File: config.mk
export PLATFORM = sky130hd
export DESIGN_NAME = alu_issue_stage
export DESIGN_NICKNAME = d
export VERILOG_FILES = /design/src/rtl/alu_issue_stage.sv
export SDC_FILE = /design/constraint.sdc
export NUM_CORES = 1
export LEC_CHECK = 0
export ABC_AREA = 1
export ABC_CLOCK_PERIOD_IN_PS = 1400
export CORE_ASPECT_RATIO = 1.25
export CORE_MARGIN = 1.5
export CORE_UTILIZATION = 35
export DETAILED_ROUTE_END_ITERATION = 10
export DONT_BUFFER_PORTS = 1
export GPL_TIMING_DRIVEN = 1
export PLACE_DENSITY_LB_ADDON = 0.15
export SKIP_LAST_GASP = 1
export SYNTH_ARGS = -nofsm -noshare
export SYNTH_HDL_FRONTEND = slang
export SYNTH_SLANG_ARGS = --single-unit
File: constraint.sdc
create_clock -name clk_i -period 1.4 [get_ports clk_i]
set_input_delay 0.14 -clock clk_i [delete_from_list [all_inputs] [get_ports clk_i]]
set_output_delay 0.14 -clock clk_i [all_outputs]
set_load 0.05 [all_outputs]
File: src/rtl/alu_issue_stage.sv
// -----------------------------------------------------------------------------
// alu_issue_stage
//
// Decodes RV32I ALU-class instructions (R-type, I-type, LUI, AUIPC) into an
// ALU operation select plus two operands, and issues them to the EX stage
// through a two-deep elastic buffer: a visible output register backed by a
// one-entry skid register. Decoding happens at acceptance, so the register-file
// operands are captured once and never re-sampled while the entry waits.
//
// Ports
//   clk_i          clock, rising edge
//   rst_i          synchronous active-high reset
//   instr_valid_i  upstream instruction valid
//   instr_ready_o  stage can accept (registered)
//   instr_i        RV32I instruction word
//   pc_i           instruction PC
//   rs1_data_i     register-file rs1 value
//   rs2_data_i     register-file rs2 value
//   flush_i        discard all held entries (and any same-cycle acceptance)
//   ex_valid_o     issued entry valid
//   ex_ready_i     EX stage consumes the entry
//   alu_sel_o      ALU operation select
//   op_a_o         ALU operand A
//   op_b_o         ALU operand B
//   rd_o           destination register
//   rd_we_o        writeback enable
//   illegal_o      unsupported encoding
// -----------------------------------------------------------------------------
module alu_issue_stage (
  input  logic        clk_i,
  input  logic        rst_i,
  input  logic        instr_valid_i,
  output logic        instr_ready_o,
  input  logic [31:0] instr_i,
  input  logic [31:0] pc_i,
  input  logic [31:0] rs1_data_i,
  input  logic [31:0] rs2_data_i,
  input  logic        flush_i,
  output logic        ex_valid_o,
  input  logic        ex_ready_i,
  output logic [3:0]  alu_sel_o,
  output logic [31:0] op_a_o,
  output logic [31:0] op_b_o,
  output logic [4:0]  rd_o,
  output logic        rd_we_o,
  output logic        illegal_o
);

  // ALU operation select codes
  localparam logic [3:0] SEL_AND   = 4'b0000;
  localparam logic [3:0] SEL_OR    = 4'b0001;
  localparam logic [3:0] SEL_ADD   = 4'b0010;
  localparam logic [3:0] SEL_SUB   = 4'b0011;
  localparam logic [3:0] SEL_SLT   = 4'b0100;
  localparam logic [3:0] SEL_LUI   = 4'b0110;
  localparam logic [3:0] SEL_XOR   = 4'b0111;
  localparam logic [3:0] SEL_SLL   = 4'b1000;
  localparam logic [3:0] SEL_SRL   = 4'b1001;
  localparam logic [3:0] SEL_AUIPC = 4'b1010;
  localparam logic [3:0] SEL_SLTU  = 4'b1011;
  localparam logic [3:0] SEL_SRA   = 4'b1100;

  // Major opcodes handled by this stage
  localparam logic [6:0] OPC_OP     = 7'b0110011;
  localparam logic [6:0] OPC_OP_IMM = 7'b0010011;
  localparam logic [6:0] OPC_LUI    = 7'b0110111;
  localparam logic [6:0] OPC_AUIPC  = 7'b0010111;

  // funct7 patterns: the base encoding and the SUB/SRA alternate encoding
  localparam logic [6:0] F7_BASE = 7'b0000000;
  localparam logic [6:0] F7_ALT  = 7'b0100000;

  // One decoded, issue-ready entry
  typedef struct packed {
    logic [3:0]  sel;
    logic [31:0] op_a;
    logic [31:0] op_b;
    logic [4:0]  rd;
    logic        rd_we;
    logic        illegal;
  } entry_t;

  // Instruction fields
  logic [6:0]  opcode_s;
  logic [2:0]  funct3_s;
  logic [6:0]  funct7_s;
  logic [4:0]  rd_idx_s;
  logic        f7_base_s;
  logic        f7_alt_s;
  logic [31:0] imm_i_s;
  logic [31:0] shamt_s;
  logic [31:0] imm_u_s;
  logic        unused_s;

  // Decode results
  logic        legal_s;
  logic [3:0]  sel_s;
  logic [31:0] op_a_s;
  logic [31:0] op_b_s;
  entry_t      dec_s;

  // Storage
  entry_t      out_r;
  logic        out_valid_r;
  entry_t      skid_r;
  logic        skid_valid_r;
  logic        ready_r;

  // Handshake qualifiers
  logic        accept_s;
  logic        out_free_s;

  assign opcode_s  = instr_i[6:0];
  assign rd_idx_s  = instr_i[11:7];
  assign funct3_s  = instr_i[14:12];
  assign funct7_s  = instr_i[31:25];
  assign f7_base_s = (funct7_s == F7_BASE);
  assign f7_alt_s  = (funct7_s == F7_ALT);

  // I-type immediate is sign-extended; SLTIU also uses it, only the compare is unsigned.
  assign imm_i_s = {{20{instr_i[31]}}, instr_i[31:20]};
  // Shift-immediates carry only a 5-bit shift amount.
  assign shamt_s = {27'd0, instr_i[24:20]};
  // LUI/AUIPC hand the raw 20-bit field to the ALU; the ALU does the positioning.
  assign imm_u_s = {12'd0, instr_i[31:12]};

  // The rs1 index is resolved by the register file upstream; only its data is used here.
  assign unused_s = ^instr_i[19:15];

  // Operation and operand selection per instruction class
  always_comb begin
    legal_s = 1'b0;
    sel_s   = SEL_AND;
    op_a_s  = 32'd0;
    op_b_s  = 32'd0;
    case (opcode_s)
      OPC_OP: begin
        op_a_s = rs1_data_i;
        op_b_s = rs2_data_i;
        case (funct3_s)
          3'b000: begin
            sel_s   = f7_alt_s ? SEL_SUB : SEL_ADD;
            legal_s = f7_base_s | f7_alt_s;
          end
          3'b001: begin
            sel_s   = SEL_SLL;
            legal_s = f7_base_s;
          end
          3'b010: begin
            sel_s   = SEL_SLT;
            legal_s = f7_base_s;
          end
          3'b011: begin
            sel_s   = SEL_SLTU;
            legal_s = f7_base_s;
          end
          3'b100: begin
            sel_s   = SEL_XOR;
            legal_s = f7_base_s;
          end
          3'b101: begin
            sel_s   = f7_alt_s ? SEL_SRA : SEL_SRL;
            legal_s = f7_base_s | f7_alt_s;
          end
          3'b110: begin
            sel_s   = SEL_OR;
            legal_s = f7_base_s;
          end
          3'b111: begin
            sel_s   = SEL_AND;
            legal_s = f7_base_s;
          end
          default: begin
            legal_s = 1'b0;
          end
        endcase
      end
      OPC_OP_IMM: begin
        op_a_s = rs1_data_i;
        op_b_s = imm_i_s;
        case (funct3_s)
          3'b000: begin
            sel_s   = SEL_ADD;
            legal_s = 1'b1;
          end
          3'b001: begin
            sel_s   = SEL_SLL;
            op_b_s  = shamt_s;
            legal_s = f7_base_s;
          end
          3'b010: begin
            sel_s   = SEL_SLT;
            legal_s = 1'b1;
          end
          3'b011: begin
            sel_s   = SEL_SLTU;
            legal_s = 1'b1;
          end
          3'b100: begin
            sel_s   = SEL_XOR;
            legal_s = 1'b1;
          end
          3'b101: begin
            sel_s   = f7_alt_s ? SEL_SRA : SEL_SRL;
            op_b_s  = shamt_s;
            legal_s = f7_base_s | f7_alt_s;
          end
          3'b110: begin
            sel_s   = SEL_OR;
            legal_s = 1'b1;
          end
          3'b111: begin
            sel_s   = SEL_AND;
            legal_s = 1'b1;
          end
          default: begin
            legal_s = 1'b0;
          end
        endcase
      end
      OPC_LUI: begin
        sel_s   = SEL_LUI;
        op_a_s  = 32'd0;
        op_b_s  = imm_u_s;
        legal_s = 1'b1;
      end
      OPC_AUIPC: begin
        sel_s   = SEL_AUIPC;
        op_a_s  = pc_i;
        op_b_s  = imm_u_s;
        legal_s = 1'b1;
      end
      default: begin
        legal_s = 1'b0;
      end
    endcase
  end

  // Assemble the entry; illegal encodings are neutralised so EX sees a harmless no-op.
  always_comb begin
    dec_s = '0;
    if (legal_s) begin
      dec_s.sel     = sel_s;
      dec_s.op_a    = op_a_s;
      dec_s.op_b    = op_b_s;
      dec_s.rd      = rd_idx_s;
      dec_s.rd_we   = (rd_idx_s != 5'd0);
      dec_s.illegal = 1'b0;
    end else begin
      dec_s.illegal = 1'b1;
    end
  end

  assign accept_s   = instr_valid_i & ready_r;
  // The output register may be overwritten when it is empty or being consumed now.
  assign out_free_s = ~out_valid_r | ex_ready_i;

  // Output/skid buffer: reset beats flush, flush beats consume and accept.
  always_ff @(posedge clk_i) begin
    if (rst_i) begin
      out_r        <= '0;
      out_valid_r  <= 1'b0;
      skid_r       <= '0;
      skid_valid_r <= 1'b0;
      ready_r      <= 1'b1;
    end else if (flush_i) begin
      out_r        <= '0;
      out_valid_r  <= 1'b0;
      skid_r       <= '0;
      skid_valid_r <= 1'b0;
      ready_r      <= 1'b1;
    end else if (out_free_s) begin
      if (skid_valid_r) begin
        // Skid is older than anything upstream; ready was low, so nothing new arrives.
        out_r        <= skid_r;
        out_valid_r  <= 1'b1;
        skid_valid_r <= 1'b0;
        ready_r      <= 1'b1;
      end else if (accept_s) begin
        out_r       <= dec_s;
        out_valid_r <= 1'b1;
      end else begin
        out_valid_r <= 1'b0;
      end
    end else if (accept_s) begin
      // Output is stalled: park the new entry and stop accepting until it drains.
      skid_r       <= dec_s;
      skid_valid_r <= 1'b1;
      ready_r      <= 1'b0;
    end else begin
      skid_valid_r <= skid_valid_r;
    end
  end

  assign instr_ready_o = ready_r;
  assign ex_valid_o    = out_valid_r;
  assign alu_sel_o     = out_r.sel;
  assign op_a_o        = out_r.op_a;
  assign op_b_o        = out_r.op_b;
  assign rd_o          = out_r.rd;
  assign rd_we_o       = out_r.rd_we;
  assign illegal_o     = out_r.illegal;

endmodule

* Word level (Yosys, flattened, before mapping)
Index checks and enable logic that the tools add are counted.
** Word-level totals
- Input port bits :: 133
- Word-level logic and storage cells :: 69
- Register bits :: 153
- Output and inout bits :: 77
** Operators by class
- Bitwise logic cells :: 5
- Equality and inequality tests :: 13
- Reduce and logical (&&, ||, !) cells :: 16
- Mux-type cells :: 20
** Operators by type and width (count)
- $mux 75 :: 2
- $pmux 32 s3 :: 1
- $mux 74 :: 1
- $pmux 32 s2 :: 1
- $pmux 4 s8 :: 2
- $mux 32 :: 1
- $eq 7x6->1 const B :: 3
- $pmux 4 s4 :: 1
- $eq 7x5->1 const B :: 2
- $eq 3x3->1 const B :: 4
- $reduce_or 6->1 :: 2
- $reduce_or 2->1 :: 5
- $logic_not 7->1 :: 1
- $mux 1 :: 7
- $eq 3x2->1 const B :: 2
- $pmux 1 s3 :: 2
- $reduce_and 2->1 :: 3
- $reduce_bool 5->1 :: 1
- $reduce_bool 2->1 :: 2
- $eq 3x1->1 const B :: 1
- $logic_not 3->1 :: 1
- $mux 3 :: 1
- $reduce_or 3->1 :: 1
- $ne 2x2->1 const B :: 1
- other kinds (4) :: 6

* Longest topological paths before layout
Gate-level depths: netlist of the first run.
- Depth in word-level cells :: 7
- Gate-level depth with buffers :: 12

* Worst setup path before layout of the first run
No wires, ideal clock.
- Path type :: flip-flop to flip-flop
- Start :: register out_valid_r, in the netlist ex_valid_o
- End :: register skid_r[69] (netlist bit)
- Arrival :: 1.833 ns
- Clock period less this slack :: 1.903 ns
- Data required time :: 1.330 ns
- Slack :: -0.503 ns
- Stages on the path, launching flop included :: 9
- Path through :: dfxtp_1 > inv_1 > nor2_1 > inv_1 > nor2_1 > clkbuf_1 > clkbuf_1 > o21ai_0 > a21oi_1
** Between the ends
- Word-level cells in the longest chain between the ends :: 4
** Ends and longest elaborated chain
- start: declaration :: line 104 : logic out_valid_r;
- start signal: assignment :: line 262 : out_valid_r <= 1'b0;
- start signal: assignment :: line 268 : out_valid_r <= 1'b0;
- start signal: assignment :: line 276 : out_valid_r <= 1'b1;
- $not 1->1 :: line 256 : assign out_free_s = ~out_valid_r | ex_ready_i;
- $or 1x1->1 :: line 256
- $not 1->1 (no source line)
- $reduce_and 2->1 (no source line)
- end signal: assignment :: line 287 : skid_r <= dec_s;
- end: declaration :: line 105 : entry_t skid_r;
Every way passes these cells.
A chain may end at the register's enable or synchronous reset.

* Worst setup path after layout of the first run
- Start :: register out_valid_r, in the netlist ex_valid_o
- End :: register skid_r[47] (netlist bit)
The elaborated chain is that of the path after synthesis.

==> results.json, run 1 <==
{
  "synthFlopType": "dfxtp_1",
  "crit_top_cell": "buf_12",
  "port_buffers": 0,
  "synth_largest_area_cell": "dfxtp_1",
  "grt_max_degree": 78,
  "drtIter0Drc": 528,
  "crit_required_ps": 1760,
  "synth_top_area_share_pct": 42.7,
  "die_w_um": 131,
  "placed_cell_area_mm2": 0.00823,
  "numCtsBuffers": 17,
  "dieArea_mm2": 0.0214,
  "dr_wl_met2_mm": 13.2,
  "clock_skew_ps": 8.49,
  "cp-end-kind": "register",
  "drtAntennaViolNets": 0,
  "ios": 210,
  "gr-total-overflow": 0,
  "synth_area_leaders": "dfxtp_1 (43%), a21oi_1 (16%), nand2_1 (12%), o21ai_0 (11%), nand3_1 (8.9%)",
  "netSwitchingPower_uw": 2840,
  "power_frac_comb_pct": 12.6,
  "nets": 1292,
  "drive_gt1_share_pct": 17.1,
  "grt_pass1_vias": 7301,
  "routed_wl_mm": 26.8,
  "root_buffer": "clkbuf_16",
  "placementRows": 58,
  "power_density_mw_per_mm2": 1090,
  "slowest_delay_ps": 350,
  "syn_nets": 1178,
  "min_period_ps": 1360,
  "top_layer": "met5",
  "swShare_pct": 26.6,
  "drcViolationCount": 0,
  "htreeDepth": 4,
  "synth_seq_cells": 153,
  "hold_path_depth": 4,
  "outcome": "finished clean",
  "area_growth_pct": 36.4,
  "setup-violations-final": 0,
  "path_class": "reg2reg",
  "leakagePower_uw": 0.00385,
  "cts_num_sinks": 153,
  "route.met3.wl_mm": 2.00,
  "final_common_cell": "a21oi_1",
  "p_int_uw": 7840,
  "diodes": 0,
  "reg2reg_depth": 8,
  "post-route-util_pct": 48.7,
  "core_mm2": 0.0201,
  "async_flop_share_pct": 0,
  "max_cap_viol_count": 0,
  "dpl.hpwl_mm": 14.7,
  "fmax_mhz": 733,
  "die_y_um": 163,
  "final.setup.tns_ps": 0,
  "antenna_found_initial": 1,
  "p_clk_share_pct": 45.3,
  "clk_path_buf_depth": 2,
  "critical_path_arrival_ps": 1720,
  "synth_area_per_cell_um2": 6.86,
  "wl_met1_mm": 10.9,
  "tritoncts": "built",
  "yosysSeqAreaShare_pct": 42.7,
  "start_util_pct": 35.7,
  "synth_cell_type_count": 20,
  "synth_area_mm2": 0.00717,
  "critical_path_peak_fanout": 39,
  "routabilityCongestion": 0.760,
  "dp_cells": 1340,
  "tightest_slew_ps": 449,
  "clk_latency_ps": 420,
  "rsz0062_at_grt": "true",
  "cp_cell_sequence": "inv_1 > nor2_1 > inv_2 > nor2_4 > buf_12 > buf_12 > o21ai_0 > a21oi_1",
  "hold_class": "in2reg",
  "fin_crit_sh_pct": 97.4,
  "sequentialPowerShare_pct": 42.2,
  "wl_per_cell_um": 18.6,
  "grt_pass1_wl_mm": 37.6,
  "firstDrtPassIters": 5,
  "synth_enable_flop_cells": 0,
  "post-route-cell-area_mm2": 0.00979,
  "track_usage_pct": 22.6,
  "clk_pin_slew_worst_paths_ps": 60,
  "cp_slowest_cell": "dfxtp_4",
  "critPathLaunchType": "register",
  "r2r_slack_ps": 40,
  "relSlewSlack_pct": 70.1,
  "peakVddDrop_v": 0.000750,
  "hold_viol": 0,
  "fin_hold_ws_ps": 2.81,
  "final_cells": 1442,
  "layout_common_cells": "a21oi_1 (226), nand2_1 (225), dfxtp_1 (150)",
  "via_per_inst": 5.43,
  "slew_viol_final": 0,
  "vias": 7832,
  "syn_inst": 1045,
  "yosys_warnings": 0
}
## final timing paths
check | start | to
max | ex_valid_o | skid_r[47]
min | instr_valid_i | ex_valid_o
max reg2reg | ex_valid_o | skid_r[47]
min reg2reg | op_a_o[16] | op_a_o[16]
## Yosys cell counts (2+ instances only)
cell,instances
clkbuf_1,73
o211ai_1,4
dfxtp_1,153
buf_2,7
nor2_1,21
a21oi_1,227
inv_1,17
nand2_1,227
buf_4,12
inv_2,2
nor3_1,2
buf_1,4
nand3_1,128
o21ai_0,153
nor2_2,2
nand4_1,8
nor2_4,2
## layer usage
metal | vias to the layer above | GRT usage (%)
met5 | - | 0
met2 | 294 | 38.6
met4 | 2 | 6.29
met1 | 3661 | 27.8
met3 | 42 | 5.73
li1 | 3833 | -
## power by group through the flow
stage	Sequential (µW)	Clock [µW]	Combinational [µW]
floorplan	4850	0	425
global placement	4600	0	1000
detailed placement	4590	0	998
CTS	4500	4920	1130
global route	4510	5090	1430
finish	4500	4830	1340
## what timing repair did
action	4_1_cts	5_1_grt
pin swaps	0	14
setup buffers	0	4
resized for setup	1	84
hold endpoints to repair	65	0
setup endpoints to repair	10	149
cloned	0	12
hold buffers	54	0
## flip-flops by register name, indices dropped and copies added, names as in the netlist
register and count:
skid_r 75, rd_we_o 1, op_a_o 32, ex_valid_o 1, rd_o 5, illegal_o 1, op_b_o 32, skid_valid_r 1
alu_sel_o 4, instr_ready_o 1
## cell type report
class                      count  area [µm²]
clock buffer                  20         447
clock inverter                12         165
fill                        2038       10300
inverter                      19        78.8
multi-input combinational    776        3710
sequential                   153        3070
tap                          270         338
timing repair buffer         192        1970
## stage by stage
stage,power [µW],setup WS (ps)
after global routing,11000,-82.6
after CTS,10500,-3.30
final,10700,36.7
after detailed placement,5590,-106
after global placement,5600,-94.2
after floorplan,5280,-33.5
## logic make-up after synthesis
kind of cell,count (synthesis),share of synthesized area (%)
simple gates,391,23.3
compound gates,384,26.9
flops,153,42.7
buf+inv,116,6.92
xor+xnor,1,0.122
## worst max-delay path, delay by kind of cell, from the launching register on
family                 cells  cell delay [ps]
buffers and inverters      4              460
AO/OA/AOI/OAI              2              240
AND/OR/NAND/NOR            2              240
flip-flops                 1              350
Power figures use the tool's default switching activity.
==> inputs of run 2 (changes only) <==
--- a/config.mk
+++ b/config.mk
@@ -6,7 +6,7 @@
 export NUM_CORES = 1
 export LEC_CHECK = 0
 export ABC_AREA = 1
-export ABC_CLOCK_PERIOD_IN_PS = 1400
+export ABC_CLOCK_PERIOD_IN_PS = 1600
 export CORE_ASPECT_RATIO = 1.25
 export CORE_MARGIN = 1.5
 export CORE_UTILIZATION = 35
==> constraint.sdc (replaced) <==
create_clock -name clk_i -period 1.6 [get_ports clk_i]
set_input_delay 0.16 -clock clk_i [delete_from_list [all_inputs] [get_ports clk_i]]
set_output_delay 0.16 -clock clk_i [all_outputs]
set_load 0.05 [all_outputs]
==> run 2 against run 1 <==
  * Sequential share of layout area grew 3.4 points
  * Final cell count is 4.5% lower
  * Power down 20%
  * Critical endpoint is now op_b_o[5]
  * Largest cell class unchanged
  * Clock power decreased by 23%
  * Clock skew is 2.9 ps lower
==> results.json, run 2 (synthesized netlist as in run 1, its figures left out) <==
{
  "clk_path_buf_depth": 2,
  "reg2reg_depth": 9,
  "drtIter0Drc": 456,
  "min_to": "skid_r[44]",
  "sequentialPowerShare_pct": 46.1,
  "routed_wl_mm": 23.0,
  "hold_path_depth": 4,
  "diodes": 0,
  "ios": 210,
  "largest_register": "skid_r",
  "setup-violations-final": 0,
  "die_y_um": 163,
  "r2r_slack_ps": 170,
  "nets": 1229,
  "largest_reg_flops": 75,
  "hold_class": "in2reg",
  "critPathLaunchType": "register",
  "post-route-util_pct": 43.8,
  "min_period_ps": 1430,
  "firstDrtPassIters": 5,
  "fmax_mhz": 697,
  "cts_num_sinks": 153,
  "antenna_found_initial": 0,
  "swShare_pct": 26.3,
  "relSlewSlack_pct": 73.9,
  "clock_skew_ps": 5.63,
  "p_int_uw": 6280,
  "hold_viol": 0,
  "cp-end-kind": "register",
  "fin_crit_sh_pct": 89.6,
  "root_buffer": "clkbuf_16",
  "peakVddDrop_v": 0.000668,
  "clk_latency_ps": 420,
  "track_usage_pct": 21.6,
  "via_per_inst": 5.28,
  "p_clk_share_pct": 43.4,
  "netSwitchingPower_uw": 2240,
  "final.setup.tns_ps": 0,
  "start_util_pct": 35.7,
  "gr-total-overflow": 0,
  "critical_path_arrival_ps": 1740,
  "htreeDepth": 4,
  "r2r-end": "op_b_o[5]",
  "min-delay-start": "rs1_data_i[5]",
  "dp_cells": 1331,
  "clk_pin_slew_worst_paths_ps": 60,
  "pre_cts_slack_ps": -56.9,
  "core_mm2": 0.0201,
  "grt_max_degree": 88,
  "grt_pass1_vias": 6711,
  "grt_pass1_wl_mm": 36.0,
  "critical_path_peak_fanout": 34,
  "fin_hold_ws_ps": 11.3,
  "drcViolationCount": 0,
  "leakagePower_uw": 0.00345,
  "tightest_slew_ps": 392,
  "outcome": "finished clean",
  "drive_gt1_share_pct": 14.3,
  "numCtsBuffers": 17,
  "path_class": "reg2reg",
  "power_density_mw_per_mm2": 967,
  "rr_startpoint": "instr_ready_o",
  "max_cap_viol_count": 0,
  "tritoncts": "built",
  "routabilityCongestion": 0.735,
  "slew_viol_final": 0,
  "dieArea_mm2": 0.0214,
  "placementRows": 58,
  "drtAntennaViolNets": 0,
  "power_frac_comb_pct": 10.5,
  "final_cells": 1377,
  "final_common_cell": "a21oi_1",
  "rsz0062_at_grt": "false",
  "vias": 7275,
  "worst_slack_ps": 166,
  "wl_per_cell_um": 16.7,
  "area_growth_pct": 22.8,
  "die_w_um": 131,
  "dpl.hpwl_mm": 14.8,
  "layout_common_cells": "a21oi_1 (227), nand2_1 (226), dfxtp_1 (150)",
  "port_buffers": 0,
  "crit_required_ps": 1910
}
==> run 2: cell count changes in the layout (fill, tap and decap cells not counted), sizes merged, moves of 2 or more <==
cell         before  now
inv              23   20
bufinv            3    0
clkinv            2    4
dlygate4sd3      54   16
clkbuf           27   23
buf             131  113
==> run 2: layer usage <==
layer	vias to the layer above	wire length (µm)	GRT usage, %	part of all wire (%)
met1	3353	10300	27.6	45
met4	0	284	6.44	1.2
met5	-	0	0	0
met3	18	1570	5.44	6.8
li1	3690	-	-	-
met2	214	10900	35.7	47
==> run 2: power groups by stage <==
stage / combinational (µW) / sequential (µW) / clock, µW
final: 896 / 3930 / 3700
after global routing: 974 / 3930 / 3960
after CTS: 901 / 3930 / 3800
after detailed placement: 865 / 4010 / 0
after global placement: 868 / 4010 / 0
after floorplan: 347 / 4250 / 0
==> run 2: layout make-up <==
cell class,instances,area [µm²]
clock buffer,23,488
clock inverter,7,43.8
fill,2124,11300
inverter,19,71.3
multi-input combinational,776,3650
sequential,153,3070
tap,270,338
timing repair buffer,129,1150
==> run 2: metrics by stage <==
step                instance area, µm²  power [µW]
floorplan                         7180        4590
finish                            8810        8520
global route                      8810        8870
detailed placement                8110        4870
CTS                               8800        8620
global placement                  8110        4880
==> run 2: worst max path at each step <==
stage | from | endpoint | slack [ps] | cells past startpoint
finish | instr_ready_o | op_b_o[5] | 170 | 9
global route | ex_valid_o | skid_r[69] | 8 | 7
CTS | instr_ready_o | op_b_o[27] | 40 | 9
detailed placement | instr_i[29] | op_a_o[2] | -60 | 10
global placement | instr_i[29] | op_a_o[2] | -30 | 10
floorplan | ex_valid_o | skid_r[69] | 5 | 8
==> run 2: critical path: stages (launching register included) <==
cell	delay (ps)
dfxtp_4	330
nand2_1	110
inv_1	60
nor2_2	110
inv_1	80
nand2_4	100
inv_2	60
buf_6	200
o21ai_0	190
a21oi_1	60
==> run 2: repair_timing <==
action                                  in CTS  in global routing
resized for setup                            0                 10
endpoints found under the hold margin       21                  0
hold buffers                                16                  0
setup buffers                                0                  0
endpoints found under the setup margin       0                 39
